File: config.mk
export PLATFORM = sky130hd
export DESIGN_NAME = fpu_lzd_norm_pipe
export DESIGN_NICKNAME = d
export VERILOG_FILES = /design/src/rtl/fpu_lzd_pkg.sv /design/src/rtl/fpu_lzd_tree.sv /design/src/rtl/fpu_lzd_norm_pipe.sv
export SDC_FILE = /design/constraint.sdc
export NUM_CORES = 1
export LEC_CHECK = 0
export BUFFER_PORTS_ARGS = -buffer_cell sky130_fd_sc_hd__buf_2
export CORE_MARGIN = 2
export CORE_UTILIZATION = 57
export CTS_CLUSTER_SIZE = 30
export DETAILED_ROUTE_END_ITERATION = 7
export PLACE_DENSITY = 0.79
export SYNTH_ARGS = -nofsm -noshare
export SYNTH_HDL_FRONTEND = slang
export SYNTH_HIERARCHICAL = 1
export SYNTH_SLANG_ARGS = --single-unit
File: constraint.sdc
create_clock -name clk -period 4.7 [get_ports clk]
set_input_delay 0.47 -clock clk [delete_from_list [all_inputs] [get_ports clk]]
set_output_delay 0.47 -clock clk [all_outputs]
set_load 0.005 [all_outputs]
File: src/rtl/fpu_lzd_pkg.sv
// Shared types and constants for the pipelined leading-zero detector / normaliser.
package fpu_lzd_pkg;

    localparam int LZD_LATENCY   = 2;
    localparam int LZD_MAX_WIDTH = 128;
    localparam int LZD_MAX_POS_W = $clog2(LZD_MAX_WIDTH);

    typedef struct packed {
        logic [LZD_MAX_POS_W-1:0] pos;
        logic                     zero;
    } lzd_result_t;

    function automatic int lzd_pos_w(input int width);
        return $clog2(width);
    endfunction

endpackage

File: src/rtl/fpu_lzd_tree.sv
// Combinational leading-zero counter built by recursive halving down to 2-bit leaves.
module fpu_lzd_tree #(
    parameter int WIDTH = 16
) (
    input  logic [WIDTH-1:0]         data,
    output logic [$clog2(WIDTH)-1:0] count,
    output logic                     zero
);

    generate
        if (WIDTH == 2) begin : g_base
            assign zero  = ~(data[1] | data[0]);
            assign count = ~data[1];
        end else begin : g_split
            localparam int HALF = WIDTH / 2;

            logic [$clog2(HALF)-1:0] cnt_hi;
            logic [$clog2(HALF)-1:0] cnt_lo;
            logic                    zero_hi;
            logic                    zero_lo;

            fpu_lzd_tree #(.WIDTH(HALF)) u_hi (
                .data  (data[WIDTH-1:HALF]),
                .count (cnt_hi),
                .zero  (zero_hi)
            );

            fpu_lzd_tree #(.WIDTH(HALF)) u_lo (
                .data  (data[HALF-1:0]),
                .count (cnt_lo),
                .zero  (zero_lo)
            );

            // HALF is a power of two, so prefixing a 1 adds HALF to the lower count.
            assign zero  = zero_hi & zero_lo;
            assign count = zero_hi ? {1'b1, cnt_lo} : {1'b0, cnt_hi};
        end
    endgenerate

endmodule

File: src/rtl/fpu_lzd_norm_pipe.sv
// Two-stage elastic pipeline: S1 registers per-half LZD results, S2 combines, shifts and drives the outputs.
module fpu_lzd_norm_pipe
    import fpu_lzd_pkg::*;
#(
    parameter int WIDTH = 32,
    parameter int POS_W = lzd_pos_w(WIDTH),
    parameter int TAG_W = 4
) (
    input  logic             clk,
    input  logic             rst,
    input  logic             in_valid,
    output logic             in_ready,
    input  logic [WIDTH-1:0] in_data,
    input  logic             in_norm,
    input  logic [TAG_W-1:0] in_tag,
    output logic             out_valid,
    input  logic             out_ready,
    output logic [POS_W-1:0] out_pos,
    output logic             out_zero,
    output logic [WIDTH-1:0] out_data,
    output logic [TAG_W-1:0] out_tag
);

    localparam int HALF   = WIDTH / 2;
    localparam int HPOS_W = $clog2(HALF);

    logic [HPOS_W-1:0] cnt_hi_c, cnt_lo_c;
    logic              zero_hi_c, zero_lo_c;

    fpu_lzd_tree #(.WIDTH(HALF)) u_lzd_hi (
        .data  (in_data[WIDTH-1:HALF]),
        .count (cnt_hi_c),
        .zero  (zero_hi_c)
    );

    fpu_lzd_tree #(.WIDTH(HALF)) u_lzd_lo (
        .data  (in_data[HALF-1:0]),
        .count (cnt_lo_c),
        .zero  (zero_lo_c)
    );

    logic              v1_q, v1_d;
    logic [WIDTH-1:0]  data1_q, data1_d;
    logic              norm1_q, norm1_d;
    logic [TAG_W-1:0]  tag1_q, tag1_d;
    logic [HPOS_W-1:0] cnt_hi1_q, cnt_hi1_d, cnt_lo1_q, cnt_lo1_d;
    logic              zero_hi1_q, zero_hi1_d, zero_lo1_q, zero_lo1_d;

    logic              v2_q, v2_d;
    logic [POS_W-1:0]  pos2_q, pos2_d;
    logic              zero2_q, zero2_d;
    logic [WIDTH-1:0]  data2_q, data2_d;
    logic [TAG_W-1:0]  tag2_q, tag2_d;

    logic              en1, en2;
    logic [POS_W-1:0]  pos_c;
    logic              zero_c;

    assign en2      = !v2_q || out_ready;
    assign en1      = !v1_q || en2;
    assign in_ready = en1;

    // Upper-half zero means the count continues into the lower half at offset HALF.
    always_comb begin
        pos_c  = '0;
        zero_c = 1'b0;
        if (!zero_hi1_q) begin
            pos_c = {1'b0, cnt_hi1_q};
        end else if (!zero_lo1_q) begin
            pos_c = {1'b1, cnt_lo1_q};
        end else begin
            zero_c = 1'b1;
        end
    end

    always_comb begin
        v1_d       = v1_q;
        data1_d    = data1_q;
        norm1_d    = norm1_q;
        tag1_d     = tag1_q;
        cnt_hi1_d  = cnt_hi1_q;
        cnt_lo1_d  = cnt_lo1_q;
        zero_hi1_d = zero_hi1_q;
        zero_lo1_d = zero_lo1_q;
        v2_d       = v2_q;
        pos2_d     = pos2_q;
        zero2_d    = zero2_q;
        data2_d    = data2_q;
        tag2_d     = tag2_q;

        if (en1) begin
            v1_d = in_valid;
            if (in_valid) begin
                data1_d    = in_data;
                norm1_d    = in_norm;
                tag1_d     = in_tag;
                cnt_hi1_d  = cnt_hi_c;
                cnt_lo1_d  = cnt_lo_c;
                zero_hi1_d = zero_hi_c;
                zero_lo1_d = zero_lo_c;
            end
        end

        if (en2) begin
            v2_d = v1_q;
            if (v1_q) begin
                pos2_d  = pos_c;
                zero2_d = zero_c;
                tag2_d  = tag1_q;
                if (zero_c) begin
                    data2_d = '0;
                end else if (norm1_q) begin
                    data2_d = data1_q << pos_c;
                end else begin
                    data2_d = data1_q;
                end
            end
        end
    end

    always_ff @(posedge clk) begin
        if (rst) begin
            v1_q       <= 1'b0;
            data1_q    <= '0;
            norm1_q    <= 1'b0;
            tag1_q     <= '0;
            cnt_hi1_q  <= '0;
            cnt_lo1_q  <= '0;
            zero_hi1_q <= 1'b0;
            zero_lo1_q <= 1'b0;
            v2_q       <= 1'b0;
            pos2_q     <= '0;
            zero2_q    <= 1'b0;
            data2_q    <= '0;
            tag2_q     <= '0;
        end else begin
            v1_q       <= v1_d;
            data1_q    <= data1_d;
            norm1_q    <= norm1_d;
            tag1_q     <= tag1_d;
            cnt_hi1_q  <= cnt_hi1_d;
            cnt_lo1_q  <= cnt_lo1_d;
            zero_hi1_q <= zero_hi1_d;
            zero_lo1_q <= zero_lo1_d;
            v2_q       <= v2_d;
            pos2_q     <= pos2_d;
            zero2_q    <= zero2_d;
            data2_q    <= data2_d;
            tag2_q     <= tag2_d;
        end
    end

    assign out_valid = v2_q;
    assign out_pos   = pos2_q;
    assign out_zero  = zero2_q;
    assign out_data  = data2_q;
    assign out_tag   = tag2_q;

endmodule
==> run summary <==
library cells used by synthesis = 72
CP Launch Type = flop
drt first-iter violations = 662
diode count = 0
synthesized area = 0.006040 mm²
multi-input logic area = 0.003714 mm²
final setup fails = 0
Top Ports = 85
Max clock buf depth = 2
synthesis-to-layout area growth = 7.375%
root buffer cell = clkbuf_8
Util after Layout = 62.82%
pre-CTS setup slack = 1.378 ns
Post-Synthesis Cells = 793
max incr delay on CP = 1.07 ns
critical path required time = 5.01 ns
PortBufs = 84
RSZ-0062 raised after global routing = false
post-synthesis compound-gate area fraction = 26.10%
Post-synth EDFFs = 0
First-pass DRT Iterations = 5
CP Class = flop to flop
largest family of logic cells by synthesized area = compound AO/OA/AOI/OAI gates
relative max-transition margin = 15.74%
Num CTS Buffers = 9
Post-CTS Setup Inserts = 0
Adder-Cell Fraction of Synth Area = 0%
Post-Synth XOR/XNOR Area = 0%
fraction of registers with async set/reset = 0%
CP Data Arrival Time = 3.77 ns
Max Clk Rate = 0.2883 GHz
syn_nets = 834
core area = 0.01032 mm²
first-pass GRT wire length = 32,230 µm
syn avg cell area = 7.616 µm²
pwr/cell area = 264.2 mW/mm²
Cells after DPL = 951
most frequent cell after synthesis = nand2_1
CTS tree = yes
CTS Sinks = 91
Leak = 0.002728 µW
clock latency at the later pin of the worst-skew pair = 0.39 ns
Die Y = 106.9 µm
antenna viol nets, final = 0
Filler cells = 957
Synth top area share = 30.16%
fin crit share = 73.80%
Vias per Instance = 6.509
largest cells by area after synthesis = dfxtp_1 (30%), nand2_1 (9.6%), a21oi_1 (7.0%), mux2_2 (4.1%), o21ai_0 (4.1%)
CP max stage cell = nor2b_1
largest net degree at the start of global routing = 75
cell taking the most area after synthesis = dfxtp_1
Worst Setup End Kind = flop
outcome = finished clean
critical-path cell list = nor2b_1, o21ai_0, a32oi_2, a21oi_1, a22oi_1, a21oi_1, a221oi_2
Die ar. = 0.01144 mm²
yosys warns = 6
fin crit period = 3.469 ns
Final TNS setup = 0 ns
via count = 6,294
Finished Layout Cells = 967
Final Hold Fails = 0
initial antenna violation count = 0
count of pins over their slew limit = 0
register clock-pin slew on the reported worst setup and hold paths = 0.11 ns
worst min path class = input pin to flop
mux cell area share after synthesis = 10.96%
GPL Wtd Cong = 1.003
top_reg_cell synth = dfxtp_1
Worst-Margin Slew = 1.261 ns
Peak VDD IR = 0.2228 mV
Total Power = 1714 µW
grt ovf = 0
hpwl dp = 15,170 µm
die width = 106.9 µm
cell mode on critical path = a21oi_1
row cnt = 37
PnR worst setup slack = 1.231 ns
Initial Util = 58.50%
reg-to-reg setup timing slack = 1.23 ns
Routed WL per cell = 21.59 µm
Hold Buf Count CTS = 0
Crit Path Max Fanout = 22
# nets final = 867
Max-Cap Viols = 0
synth cell count leaders = nand2_1 (155), dfxtp_1 (91), a21oi_1 (84)
Setup Skew = 0.01676 ns
vias in the first global route = 5,858
H-Tree Level Count = 3
Yosys reg bits = 91
Synth Area in Simple Gates = 24.43%
Routed WL = 20,880 µm
share of cells above drive strength 1 = 21.78%
Register Area = 0.001822 mm²
GRT Util Overall = 36.94%
register area share after synthesis = 30.16%
DRC violations left = 0
post_cts resized = 0
## cells by family after synthesis
kind of cell,count (synthesis)
mux,54
simple gates,314
buf+inv,93
flops,91
compound gates,241
## metal layers
layer	global-route usage, %	vias up	routed length [µm]	part of all wire (%)
li1	-	2888	-	-
met1	49.96	2923	8397	40
met2	55.10	418	9046	43
met3	7.842	65	2455	12
met4	19.57	0	979	4.7
met5	0	-	0	0
## sequential cells by signal (all words and copies together), names as in the netlist
signal / flops
v1_q: 1
out_valid: 1
zero_lo1_q: 1
out_pos: 5
zero_hi1_q: 1
cnt_lo1_q: 4
norm1_q: 1
tag1_q: 4
out_data: 32
out_zero: 1
data1_q: 32
cnt_hi1_q: 4
out_tag: 4
## layout make-up
type                    count  area share (%)
multi-input cells         609           57.26
flip-flops and latches     91           28.09
repair buffers             97           7.988
well taps                 136           2.624
clock buffers               9           1.910
clock inverters             7           1.080
inverters                  18           1.042
## worst max-delay path: cells and delay by family (launching register included)
family           cells  cell delay, ns
AO/OA/AOI/OAI        6            1.75
flip-flops           1            0.56
AND/OR/NAND/NOR      1            1.07
## metrics by stage
stage | hold WS (ns) | area [µm²]
6_report | 0.3047 | 6485
4_1_cts | 0.3001 | 6485
2_1_floorplan | 0.4321 | 6040
3_3_place_gp | 0.4321 | 6291
5_1_grt | 0.3143 | 6485
3_5_place_dp | 0.4423 | 6291
## worst paths after layout
path,from,endpoint,cells after the start
setup / recovery,zero_hi1_q$_SDFFE_PP0P_,out_data[28]$_SDFFE_PP0P_,7
setup reg to reg,zero_hi1_q$_SDFFE_PP0P_,out_data[28]$_SDFFE_PP0P_,7
hold reg to reg,out_data[9]$_SDFFE_PP0P_,out_data[9]$_SDFFE_PP0P_,2
hold / removal,in_tag[3],tag1_q[3]$_SDFFE_PP0P_,3
## where the power goes
part           total (µW)  leakage, µW  switching (µW)  internal (µW)
registers             846     0.000744            39.9            806
clock network         530    0.0000951             324            206
logic                 337      0.00189             209            129
total                1710      0.00273             573           1140
## placed cells by master (no fill, tap or decap), types with 3 or more instances in the layout
master / n
and3_1: 4
o21ai_1: 6
mux2_2: 22
a22oi_1: 6
nand4_1: 7
a32o_1: 4
nand2b_1: 6
a22o_1: 5
o21ai_0: 49
a21o_1: 5
nor2_1: 50
clkbuf_8: 9
mux2i_1: 19
buf_2: 84
a21oi_1: 84
dfxtp_1: 91
nor2b_1: 11
a221oi_1: 5
inv_1: 17
mux4_2: 4
o22ai_1: 3
buf_4: 13
nand3_1: 39
a211oi_1: 12
and2_1: 6
nand2_1: 155
o31ai_1: 4
nor3_1: 9
o211ai_1: 12
mux2_4: 8
and2_2: 14
a31oi_1: 4
a211oi_2: 3
a32oi_1: 11
(Power assumes the default switching activity.)
